[src/rtl/fault_detect_seq_pkg.sv]
// Shared definitions for the 2:1 mux fault-detection sequencer.
package fault_detect_seq_pkg;

    // Vector index width: 3 stimulus bits -> 8 vectors.
    localparam int unsigned VEC_W   = 3;
    // Number of observable nets in the mux netlist.
    localparam int unsigned NET_W   = 9;
    // Width of the settle counter and mismatch counter.
    localparam int unsigned CNT_W   = 4;
    // Number of vectors in a full test.
    localparam int unsigned NUM_VEC = 1 << VEC_W;

    // Default observation mask: only the primary output (net 8).
    localparam logic [NET_W-1:0] OBS_MASK_DEFAULT = 9'h100;

    // Sequencer states.
    localparam logic [2:0] ST_IDLE    = 3'd0;
    localparam logic [2:0] ST_APPLY   = 3'd1;
    localparam logic [2:0] ST_SETTLE  = 3'd2;
    localparam logic [2:0] ST_COMPARE = 3'd3;
    localparam logic [2:0] ST_DONE    = 3'd4;

    // Stimulus bundle; field order matches vec[2:0] = {S, I1, I0}.
    typedef struct packed {
        logic s;
        logic i1;
        logic i0;
    } stim_t;

    // Map a vector index onto the stimulus pins.
    function automatic stim_t f_vec_to_stim(input logic [VEC_W-1:0] vec);
        stim_t stim;
        stim.s  = vec[2];
        stim.i1 = vec[1];
        stim.i0 = vec[0];
        return stim;
    endfunction

    // A fault is exposed when any observed net differs between the two instances.
    function automatic logic f_mismatch(input logic [NET_W-1:0] good,
                                        input logic [NET_W-1:0] fault,
                                        input logic [NET_W-1:0] mask);
        return |((good ^ fault) & mask);
    endfunction

endpackage

[src/rtl/fault_detect_seq_settle_counter.sv]
// Settle counter: loadable down-counter with a zero flag, stops at zero.
module fault_detect_seq_settle_counter
    import fault_detect_seq_pkg::*;
(
    input  logic             clk,
    input  logic             rst_n,
    input  logic             i_load,
    input  logic [CNT_W-1:0] i_load_val,
    input  logic             i_dec,
    output logic             o_zero
);

    logic [CNT_W-1:0] r_count;

    // Load has priority over decrement; decrement never wraps below zero.
    always_ff @(posedge clk or negedge rst_n) begin
        if (!rst_n) begin
            r_count <= '0;
        end else if (i_load) begin
            r_count <= i_load_val;
        end else if (i_dec && (r_count != '0)) begin
            r_count <= r_count - CNT_W'(1);
        end
    end

    assign o_zero = (r_count == '0);

endmodule

[src/rtl/fault_detect_seq.sv]
// Fault-detection sequencer: walks all 8 input vectors of a 2:1 mux pair,
// compares observed nets of the golden and faulty instances, and reports
// which vectors exposed the fault.
module fault_detect_seq
    import fault_detect_seq_pkg::*;
#(
    parameter int unsigned        SETTLE_CYC = 1,
    parameter logic [NET_W-1:0]   OBS_MASK   = OBS_MASK_DEFAULT
) (
    input  logic               clk,
    input  logic               rst_n,
    input  logic               start,
    input  logic [NET_W-1:0]   good_out,
    input  logic [NET_W-1:0]   fault_out,
    output logic               S,
    output logic               I0,
    output logic               I1,
    output logic               busy,
    output logic               done,
    output logic               detected,
    output logic [VEC_W-1:0]   first_vec,
    output logic [NUM_VEC-1:0] detect_map,
    output logic [CNT_W-1:0]   mismatch_count
);

    localparam logic [CNT_W-1:0] LP_SETTLE_LOAD = CNT_W'(SETTLE_CYC - 1);
    localparam logic [VEC_W-1:0] LP_LAST_VEC    = VEC_W'(NUM_VEC - 1);

    logic [2:0]         r_state;
    logic [2:0]         w_state_next;
    logic [VEC_W-1:0]   r_vec;
    logic [VEC_W-1:0]   w_vec_next;
    stim_t              r_stim;
    stim_t              w_stim_next;
    logic               r_busy;
    logic               r_done;
    logic               r_detected;
    logic [VEC_W-1:0]   r_first_vec;
    logic [NUM_VEC-1:0] r_detect_map;
    logic [CNT_W-1:0]   r_mismatch_count;

    logic               w_accept;
    logic               w_counter_load;
    logic               w_counter_dec;
    logic               w_settle_zero;
    logic               w_mismatch;
    logic               w_record;
    logic               w_stim_active;

    // A start is only honoured from IDLE; DONE returns to IDLE unconditionally.
    assign w_accept       = (r_state == ST_IDLE) && start;
    assign w_counter_load = (r_state == ST_APPLY);
    assign w_counter_dec  = (r_state == ST_SETTLE);
    assign w_mismatch     = f_mismatch(good_out, fault_out, OBS_MASK);
    assign w_record       = (r_state == ST_COMPARE) && w_mismatch;

    fault_detect_seq_settle_counter u_settle_counter (
        .clk        (clk),
        .rst_n      (rst_n),
        .i_load     (w_counter_load),
        .i_load_val (LP_SETTLE_LOAD),
        .i_dec      (w_counter_dec),
        .o_zero     (w_settle_zero)
    );

    // Next-state and next-vector selection.
    always_comb begin
        w_state_next = r_state;
        w_vec_next   = r_vec;
        case (r_state)
            ST_IDLE: begin
                if (start) begin
                    w_state_next = ST_APPLY;
                    w_vec_next   = '0;
                end
            end
            ST_APPLY: begin
                w_state_next = ST_SETTLE;
            end
            ST_SETTLE: begin
                if (w_settle_zero) begin
                    w_state_next = ST_COMPARE;
                end
            end
            ST_COMPARE: begin
                if (r_vec == LP_LAST_VEC) begin
                    w_state_next = ST_DONE;
                end else begin
                    w_state_next = ST_APPLY;
                    w_vec_next   = r_vec + VEC_W'(1);
                end
            end
            ST_DONE: begin
                w_state_next = ST_IDLE;
            end
            default: begin
                w_state_next = ST_IDLE;
                w_vec_next   = '0;
            end
        endcase
    end

    // Stimulus is driven only while a vector is in flight, otherwise parked at 0.
    always_comb begin
        w_stim_active = (w_state_next == ST_APPLY)  ||
                        (w_state_next == ST_SETTLE) ||
                        (w_state_next == ST_COMPARE);
        w_stim_next   = w_stim_active ? f_vec_to_stim(w_vec_next) : '0;
    end

    // Sequencer state, vector index and registered control outputs.
    always_ff @(posedge clk or negedge rst_n) begin
        if (!rst_n) begin
            r_state <= ST_IDLE;
            r_vec   <= '0;
            r_stim  <= '0;
            r_busy  <= 1'b0;
            r_done  <= 1'b0;
        end else begin
            r_state <= w_state_next;
            r_vec   <= w_vec_next;
            r_stim  <= w_stim_next;
            r_busy  <= (w_state_next != ST_IDLE);
            r_done  <= (w_state_next == ST_DONE);
        end
    end

    // Result registers: cleared on an accepted start, updated on each exposing vector.
    always_ff @(posedge clk or negedge rst_n) begin
        if (!rst_n) begin
            r_detected       <= 1'b0;
            r_first_vec      <= '0;
            r_detect_map     <= '0;
            r_mismatch_count <= '0;
        end else if (w_accept) begin
            r_detected       <= 1'b0;
            r_first_vec      <= '0;
            r_detect_map     <= '0;
            r_mismatch_count <= '0;
        end else if (w_record) begin
            r_detected          <= 1'b1;
            r_detect_map[r_vec] <= 1'b1;
            // Each vector is compared once, so the count cannot exceed 8.
            r_mismatch_count    <= r_mismatch_count + CNT_W'(1);
            if (!r_detected) begin
                r_first_vec <= r_vec;
            end
        end
    end

    assign S              = r_stim.s;
    assign I1             = r_stim.i1;
    assign I0             = r_stim.i0;
    assign busy           = r_busy;
    assign done           = r_done;
    assign detected       = r_detected;
    assign first_vec      = r_first_vec;
    assign detect_map     = r_detect_map;
    assign mismatch_count = r_mismatch_count;

endmodule

[config.mk]
export PLATFORM = sky130hd
export DESIGN_NAME = fault_detect_seq
export DESIGN_NICKNAME = d
export VERILOG_FILES = /design/src/rtl/fault_detect_seq_pkg.sv /design/src/rtl/fault_detect_seq_settle_counter.sv /design/src/rtl/fault_detect_seq.sv
export SDC_FILE = /design/constraint.sdc
export NUM_CORES = 1
export LEC_CHECK = 0
export CELL_PAD_IN_SITES_DETAIL_PLACEMENT = 2
export CELL_PAD_IN_SITES_GLOBAL_PLACEMENT = 2
export CORE_ASPECT_RATIO = 2
export CORE_MARGIN = 2
export CORE_UTILIZATION = 28
export DETAILED_ROUTE_END_ITERATION = 10
export GPL_TIMING_DRIVEN = 1
export PLACE_DENSITY = 0.82
export SLEW_MARGIN = 20
export SYNTH_ARGS = -nofsm -noshare
export SYNTH_HDL_FRONTEND = slang
export SYNTH_SLANG_ARGS = --single-unit
[constraint.sdc]
create_clock -name clk -period 1.85 [get_ports clk]
set_input_delay 0.37 -clock clk [delete_from_list [all_inputs] [get_ports clk]]
set_output_delay 0.37 -clock clk [all_outputs]
set_load 0.01 [all_outputs]
==> flow_summary_export.csv <==
group,metric,value,unit
run_status,outcome,"completed",
global_route,antenna_found_initial,0,
power,max-vdd-ir-drop,0.731,mV
floorplan,num_rows,37,
synth,synth_area,0.00144,mm²
synth,synth.yosys.seq_area_share,53.9,%
synth,yosys_warnings,0,
floorplan,start_util,28.5,%
synth,syn-instance-count,135,
clocking,cts_sinks,31,
global_route,grt_pass1_wl,6320,µm
synth,ys_seq_elements,31,
finish,fin_nets,193,
global_route,busiest_layer,"met2",
detailed_routing,vias,1177,
floorplan,core_area,0.00505,mm²
detailed_routing,viasPerCell,5.19,
placement,portBuffers,25,
floorplan,num_io_pins,42,
clocking,cts_hold_buf,0,
global_route,grt_pass1_vias,1303,
global_route,grt_overflow,0,
finish,drive_gt1_share,12.4,%
setup_path,worstPathArrival,1.83,ns
clocking,clk_pin_slew,0.07,ns
synth,yosysMostFrequentCell,"dfrtp_1",
clocking,clockBufferDepth,2,
synth,synth_top_area_share,53.9,%
setup_path,cp_top_family,"simple AND/OR/NAND/NOR gates",
setup_path,worst-endpoint-required,1.98,ns
global_route,grt.total_usage,14.8,%
clocking,h-tree-depth,2,
hold_path,hold_path_class,"primary input to asynchronous set/reset pin",
detailed_routing,antenna_left,0,
synth,ys_async_sr_fraction,100,%
floorplan,die_w,54.7,µm
synth,synth_edf_count,0,
sta,relSlewSlack,61.9,%
detailed_routing,drc,0,
global_route,grt_max_degree,32,
job,cap_violations,0,
setup_path,crit_type,"register to register",
sta,setup_viol,0,
setup_path,slowest_delay,0.54,ns
placement,hpwl,2620,µm
clocking,root_buffer,"clkbuf_8",
detailed_routing,wire_per_inst,15.4,µm
synth,syn_nets,160,
sta,whs,0.479,ns
clocking,cts_tree,"built",
sta,min_period,1.71,ns
setup_path,path_cells,"nand3b_1, nor3_1, o21ai_0",
placement,gp_congestion,0.771,
setup_path,end_kind,"register",
global_route,use_met3,3.26,%
clocking,cts_setup_buffers,0,
sta,finClkSkew,0.00829,ns
clocking,cts_buffers,5,
synth,synth_cell_type_count,37,
detailed_routing,first_pass_iters,4,
setup_path,critPathLaunchType,"register",
synth,syn_avg_cell_area,10.7,µm²
setup_path,cp_num_buf_inv,0,
floorplan,die_h,105,µm
setup_path,cp_slowest_cell,"nor3_1",
global_route,grt_util_met2,23.6,%
sta,hold_viol,0,
sta,fin_crit_sh,92.2,%
clocking,cts_resized,0,
power,power.density,1540,mW/mm²
floorplan,fp.dieArea,0.00576,mm²
global_route,met1_usage,18.2,%
setup_path,reg2reg_slack,0.14,ns
synth,yosys.area.top_type,"dfrtp_1",
power,leakage,0.818,nW
sta,fmax,586,MHz
clocking,clock_latency,0.28,ns
sta,worstMarginPinSlew,0.566,ns
finish,num_antenna_cells,0,
detailed_routing,wirelength,3490,µm
sta,finalMaxSlewViolations,0,
power,fin_total_pwr,2.86,mW
detailed_routing,drt_iter0_markers,14,
synth,synthTopCellsByCount,"dfrtp_1, nand2_1, o21ai_0",
sta,rsz0062_at_grt,"yes",
finish,area_delta_synth_final,29.0,%
synth,netlist_top_cells_area,"dfrtp_1, nand2_1, ha_1",
synth,synth_flop_cell,"dfrtp_1",
setup_path,worstPathMaxFanout,9,
finish,fillers,555,
-- power by group --
| group | switching [mW] | internal (mW) |
|---|---|---|
| logic | 0.634 | 0.635 |
| registers | 0.172 | 0.910 |
| clock network | 0.253 | 0.257 |
-- cells by family after synthesis --
family	Yosys count	synth area share (%)
AND/OR/NAND/NOR	51	18.3
AO/OA/AOI/OAI	31	15.4
flip-flops	31	53.9
buffers and inverters	12	5.04
adder cells (fa/ha/maj)	4	3.48
XOR/XNOR	3	1.83
multiplexers	3	2.09
-- layout make-up --
cell class | instances | area [µm²] | share of cell area [%]
Timing Repair Buffer | 34 | 318 | 17.1
Clock inverter | 3 | 15.0 | 0.809
Tap cell | 58 | 72.6 | 3.91
Inverter | 4 | 15.0 | 0.809
Multi-Input combinational cell | 92 | 591 | 31.8
Clock buffer | 5 | 68.8 | 3.71
Sequential cell | 31 | 776 | 41.8
-- flip-flops by register name, summed over array words and instances, names as in the netlist --
| register | flops |
|---|---|
| S | 1 |
| detect_map | 8 |
| r_vec | 3 |
| I0 | 1 |
| u_settle_counter.r_count | 4 |
| mismatch_count | 4 |
| I1 | 1 |
| busy | 1 |
| first_vec | 3 |
| r_state | 3 |
| done | 1 |
| detected | 1 |
-- final timing paths --
kind / from / endpoint / depth (start not counted)
worst max register to register: r_state[2] / first_vec[0] / 3
worst max-delay path: r_state[2] / first_vec[0] / 3
min in group clk: mismatch_count[3] / mismatch_count[3] / 1
worst min register to register: mismatch_count[3] / mismatch_count[3] / 1
worst min-delay path: rst_n / detect_map[3] / 2
max in group asynchronous: rst_n / r_vec[2] / 2
-- stage by stage --
step	instances	cell area, µm²	worst slack [ns]	utilization [%]	TNS, ns
floorplan	135	1440	0.320	-	0
global placement	219	1770	-0.0704	35.1	-0.412
detailed placement	219	1770	-0.104	35.1	-0.622
CTS	227	1860	0.105	36.8	0
global route	227	1860	-0.0280	36.8	-0.0646
finish	227	1860	0.144	36.8	0
-- per-layer routing --
metal / routed length [µm] / share of wire [%] / up-vias
met5: 0 / 0 / -
met4: 76 / 2.2 / 0
met3: 149 / 4.3 / 7
met2: 1810 / 52 / 30
met1: 1460 / 42 / 598
li1: - / - / 542
-- worst register-to-register path: stages (launching register included) --
cell and delay (ns):
dfrtp_1 0.47, nand3b_1 0.32, nor3_1 0.54, o21ai_0 0.22
-- placed cells by master, fill, tap and decap left out, types with 4 or more instances in the layout --
master,count
clkdlybuf4s50_1,25
clkbuf_8,5
a32o_1,4
nand2_1,18
inv_1,4
dfrtp_1,31
nor2_1,6
buf_4,9
ha_1,4
nor2b_1,5
nand2b_1,4
o21ai_0,10
(Power assumes the default switching activity.)
==> edit 1, RTL diff (same flow settings) <==
The package constant `VEC_W` goes from 3 to 4.
--- a/src/rtl/fault_detect_seq_pkg.sv
+++ b/src/rtl/fault_detect_seq_pkg.sv
@@ -3,5 +3,5 @@
 
     // Vector index width: 3 stimulus bits -> 8 vectors.
-    localparam int unsigned VEC_W   = 3;
+    localparam int unsigned VEC_W   = 4;
     // Number of observable nets in the mux netlist.
     localparam int unsigned NET_W   = 9;
Ports: changed (resized detect_map and first_vec); port bits go from 42 to 51. No check against the original RTL was run, so the function may have changed too.
==> edit 1 against the unedited design <==
  * Power is 45% higher
  * Design area rose by 41%
  * Count of clock-buffer cells in the layout unchanged
  * Clock skew shrank 0.0047 ns
  * Area after synthesis increased by 35%
  * Critical path depth increased by 3
  * Routed wire length rose by 55%
  * Synthesized cell count increased by 39%
  * Sequential cell count rose by 10
  * Die area rose by 33%
  * Setup slack gained 0.014 ns
  * Largest cell class unchanged
  * Largest power group unchanged
==> edit 1: results (changes against the unedited design) <==
* Fill count at 760 (+37%)
* Max-slew headroom at 64.16% (+2.2 points)
* Clock skew at 0.003543 ns (-0.004748 ns)
* Vias at 1576 (+34%)
* P_leak at 1.152 nW (+41%)
* Routed wire length at 5419 um (+55%)
* Mapped Nets at 215 (+34%)
* Pre-CTS WS at -0.01241 ns (+0.09155 ns)
* Tot GR Track Use at 15.77% (+1.0 points)
* Post-synthesis sequential area ratio at 52.67% (-1.2 points)
* Leading post-synthesis cells by cell area: dfrtp_1 53%, nor2_1 6.2%, ha_1 4.5%, nand2_1 3.3%, a31oi_1 2.9%
* Final GP Congestion at 0.7445 (-3.4%)
* Max reg flops at 16 (+8)
* Max Fanout on Critical Path at 4 (-5)
* Status: completed
* Placed Instances at 313 (+43%)
* Synth cell count leaders: 41 x dfrtp_1, 32 x nor2_1, 17 x nand2_1
* Syn Inst Count at 187 (+39%)
* IO Port Bufs at 34 (+36%)
* Hpwl dp at 3767 um (+44%)
* Worst EP arrival at 1.91 ns (+0.08 ns)
* Vias in the first global route at 1796 (+38%)
* Layout cells sized above 1 at 12.55% (+0.13 points)
* First-pass GRT wire length at 9321 um (+47%)
* Root buffer cell: clkbuf_16
* Peak supply drop at 719.8 uV (-1.5%)
* Finished Layout Cells at 321 (+41%)
* Initial DRC count at 34 (+20)
==> edit 1: kinds of logic (layout without fill, tap and decap cells) <==
group | after synthesis | in the layout | synth area share, %
xor gates and xnor gates | 8 | 8 | 3.597
adders and majority gates | 8 | 8 | 5.009
and+or+nand+nor | 75 | 75 | 20.04
AOI/OAI and AO/OA | 33 | 33 | 11.50
buffers and inverters | 17 | 61 | 4.560
DFF | 41 | 41 | 52.67
muxes | 5 | 5 | 2.633
==> edit 1: worst paths after layout <==
check / startpoint / end / slack, ns / cells past startpoint
worst max-delay path: u_settle_counter.r_count[0]$_DFFE_PN0P_ / r_state[0]$_DFF_PN0_ / 0.16 / 6
worst min-delay path: rst_n / u_settle_counter.r_count[0]$_DFFE_PN0P_ / 0.14 / 2
worst max register to register: u_settle_counter.r_count[0]$_DFFE_PN0P_ / r_state[0]$_DFF_PN0_ / 0.16 / 6
worst min register to register: detect_map[13]$_DFFE_PN0P_ / detect_map[13]$_DFFE_PN0P_ / 0.49 / 2
max in group asynchronous: rst_n / r_state[2]$_DFF_PN0_ / 1.34 / 2
min in group clk: detect_map[13]$_DFFE_PN0P_ / detect_map[13]$_DFFE_PN0P_ / 0.49 / 2
==> edit 1: area by class of cell <==
type | instances | area [um2] | share of cell area [%]
clock buffers | 5 | 125.1 | 4.792
clock inverters | 3 | 46.29 | 1.773
inverters | 6 | 22.52 | 0.8625
multi-input cells | 129 | 833.3 | 31.91
flip-flops and latches | 41 | 1026 | 39.29
well taps | 90 | 112.6 | 4.312
repair buffers | 47 | 445.4 | 17.06
==> edit 1: metrics by stage <==
stage / cell area (um2) / hold WS, ns / power [mW]
floorplan: 1948 / 0.07441 / 2.367
global placement: 2440 / 0.4663 / 3.049
detailed placement: 2440 / 0.4753 / 3.142
CTS: 2611 / 0.1588 / 4.224
global route: 2611 / 0.1821 / 4.448
finish: 2611 / 0.1410 / 4.150
==> edit 1: critical path: stages (launching register included) <==
cell and delay [ns]:
dfrtp_1 0.37, inv_1 0.11, ha_1 0.15, or3b_1 0.41
mux2_2 0.29, o22a_1 0.17, nor2_1 0.10
==> edit 1: power by group <==
part | internal, mW | switching [mW]
Clock | 0.639 | 0.376
Sequential | 1.15 | 0.243
Combinational | 0.847 | 0.894
Total | 2.64 | 1.51
==> edit 1: per-layer routing <==
layer / wire (um) / GRT usage [%]
met5: 0 / 0
met4: 125 / 8.056
met3: 206 / 3.047
met2: 2975 / 28.13
met1: 2110 / 17.55
==> edit 2, RTL diff (same settings) <==
Made on the original files. Remove the register `r_done`: a continuous assignment takes its place, so the output `done` follows one clock earlier.
--- a/src/rtl/fault_detect_seq.sv
+++ b/src/rtl/fault_detect_seq.sv
@@ -116,5 +116,4 @@
             r_stim  <= '0;
             r_busy  <= 1'b0;
-            r_done  <= 1'b0;
         end else begin
             r_state <= w_state_next;
@@ -122,7 +121,8 @@
             r_stim  <= w_stim_next;
             r_busy  <= (w_state_next != ST_IDLE);
-            r_done  <= (w_state_next == ST_DONE);
         end
     end
+
+    assign r_done = (w_state_next == ST_DONE);
 
     // Result registers: cleared on an accepted start, updated on each exposing vector.
Formal check against the unedited RTL: same outputs for any inputs over 10 cycles, from zero or initial values and one cycle with rst_n low; that may be too few to reach the edited logic, so the function may still have changed.
==> edit 2 against the unedited design <==
  * Area after synthesis shrank 1.7%
  * Non-clock buffer count is 2 higher
  * Routed wire length grew 16%
  * Setup slack lost 0.088 ns
  * Via count up 0.51%
  * Sequential cell count is 1 lower
  * Combinational power increased by 7%
  * Design area down 0.13%
  * Worst hold slack hardly changed
  * Register-to-register slack better by 0.04 ns
  * Power rose by 2.9%
  * Largest cell class unchanged
==> edit 2: results (changes against the unedited design) <==
* Final GP Congestion at 0.7173 (-7.0%)
* Max frequency at 557.6 MHz (-4.9%)
* Hpwl dp at 3047 um (+16%)
* Leading post-synthesis cells by cell area: dfrtp_1 53%, nand2_1 4.8%, ha_1 3.5%, o21ai_0 3.5%, a32o_1 2.8%
* Reg2reg end: u_settle_counter.r_count[1]$_DFFE_PN0P_
* Fill count at 536 (-3.4%)
* Peak supply drop at 692.6 uV (-5.2%)
* Status: completed
* Largest net degree at the start of global routing at 31 (-3.1%)
* Layout cells sized above 1 at 13.53% (+1.1 points)
* Routed wire length at 4053 um (+16%)
* Placed cell area at 1760 um2 (-0.64%)
* RR Startpoint: u_settle_counter.r_count[0]$_DFFE_PN0P_
* IO Port Bufs at 25 (unchanged)
* Initial DRC count at 8 (-6)
* FFs w/ async S/R, synth at 100.0% (unchanged)
* CP startpoint: r_vec[1]$_DFF_PN0_
* R2R depth at 5 (+2)
* Clock skew at 0.002893 ns (-0.005397 ns)
* 1st-pass router iterations at 4 (unchanged)
* Worst path max stage delay at 0.38 ns (-0.16 ns)
* Post-synthesis sequential area ratio at 53.10% (-0.82 points)
* Reg-to-reg slack, setup at 0.18 ns (+0.04 ns)
* Mapped Nets at 159 (-0.63%)
* P_leak at 0.8174 nW (about the same)
* Synth cell count leaders: 30 x dfrtp_1, 18 x nand2_1, 10 x o21ai_0
* Syn Inst Count at 134 (-0.74%)
* Root buffer cell: clkbuf_8
* Vias at 1183 (+0.51%)
* Vias in the first global route at 1394 (+7.0%)
* CTS H-tree depth at 2 (unchanged)
* CP max stage cell: dfrtp_1
* Max reg flops at 8 (unchanged)
* Layout net count at 194 (+0.52%)
* Tot GR Track Use at 16.66% (+1.9 points)
* Worst EP arrival at 1.42 ns (-0.41 ns)
* First-pass GRT wire length at 6817 um (+7.9%)
* Largest delay share family, worst path: flip-flops
* Max Fanout on Critical Path at 3 (-6)
* Hold WC Path Type: input pin to async pin
* Synthesis Warnings at 0 (unchanged)
* Worst-margin pin slew at 0.5624 ns (-0.004037 ns)
==> edit 2: report_power, final <==
part | leakage [nW] | internal (mW) | switching (mW) | total (mW)
logic | 0.380 | 0.662 | 0.695 | 1.36
registers | 0.390 | 0.887 | 0.155 | 1.04
clock network | 0.0482 | 0.300 | 0.246 | 0.546
==> edit 2: logic make-up (layout without fill, tap and decap cells) <==
logic type / Yosys count / after routing / synth area share (%)
AO/OA/AOI/OAI: 31 / 31 / 15.66
adder cells (fa/ha/maj): 4 / 4 / 3.540
multiplexers: 3 / 3 / 2.124
XOR/XNOR: 3 / 3 / 1.859
AND/OR/NAND/NOR: 51 / 51 / 18.58
flip-flops: 30 / 30 / 53.10
buffers and inverters: 12 / 48 / 5.131
==> edit 2: timing repair <==
| action | CTS | global route |
|---|---|---|
| endpoints found under the setup margin | 1 | 1 |
| hold endpoints to repair | 0 | 0 |
| gates resized for setup | 1 | 1 |
| hold buffers | 0 | 0 |
==> edit 2: worst max path at each step <==
stage,endpoint,slack [ns],depth (start not counted)
global route,done,-0.0006,4
floorplan,detect_map[1]$_DFFE_PN0P_,0.32,5
CTS,done,0.02,4
detailed placement,first_vec[2]$_DFFE_PN0P_,-0.07,5
global placement,detected$_DFFE_PN0P_,-0.04,4
finish,done,0.06,4
==> edit 2: layout make-up <==
class,instances,area share (%)
repair buffers,36,17.89
well taps,57,3.849
inverters,4,0.8103
clock inverters,1,0.2701
flip-flops and latches,30,40.51
clock buffers,7,4.659
multi-input cells,92,32.01
==> edit 2: metal layers <==
metal	part of all wire [%]	vias up	track usage (%)	routed length [um]
met1	34	601	15.90	1377
met4	3.1	0	8.929	125
li1	-	541	-	-
met3	3.8	9	4.167	154
met2	59	32	29.86	2395
met5	0	-	0	0
==> edit 2: stage by stage <==
step | utilization (%) | setup slack, ns | hold WS, ns
after floorplan | - | 0.3198 | 0.07441
after global placement | 36.19 | -0.03797 | 0.4614
after detailed placement | 36.19 | -0.07496 | 0.4778
after CTS | 38.04 | 0.01745 | 0.4866
after global routing | 38.09 | -0.0006296 | 0.4959
final | 38.09 | 0.05650 | 0.4793
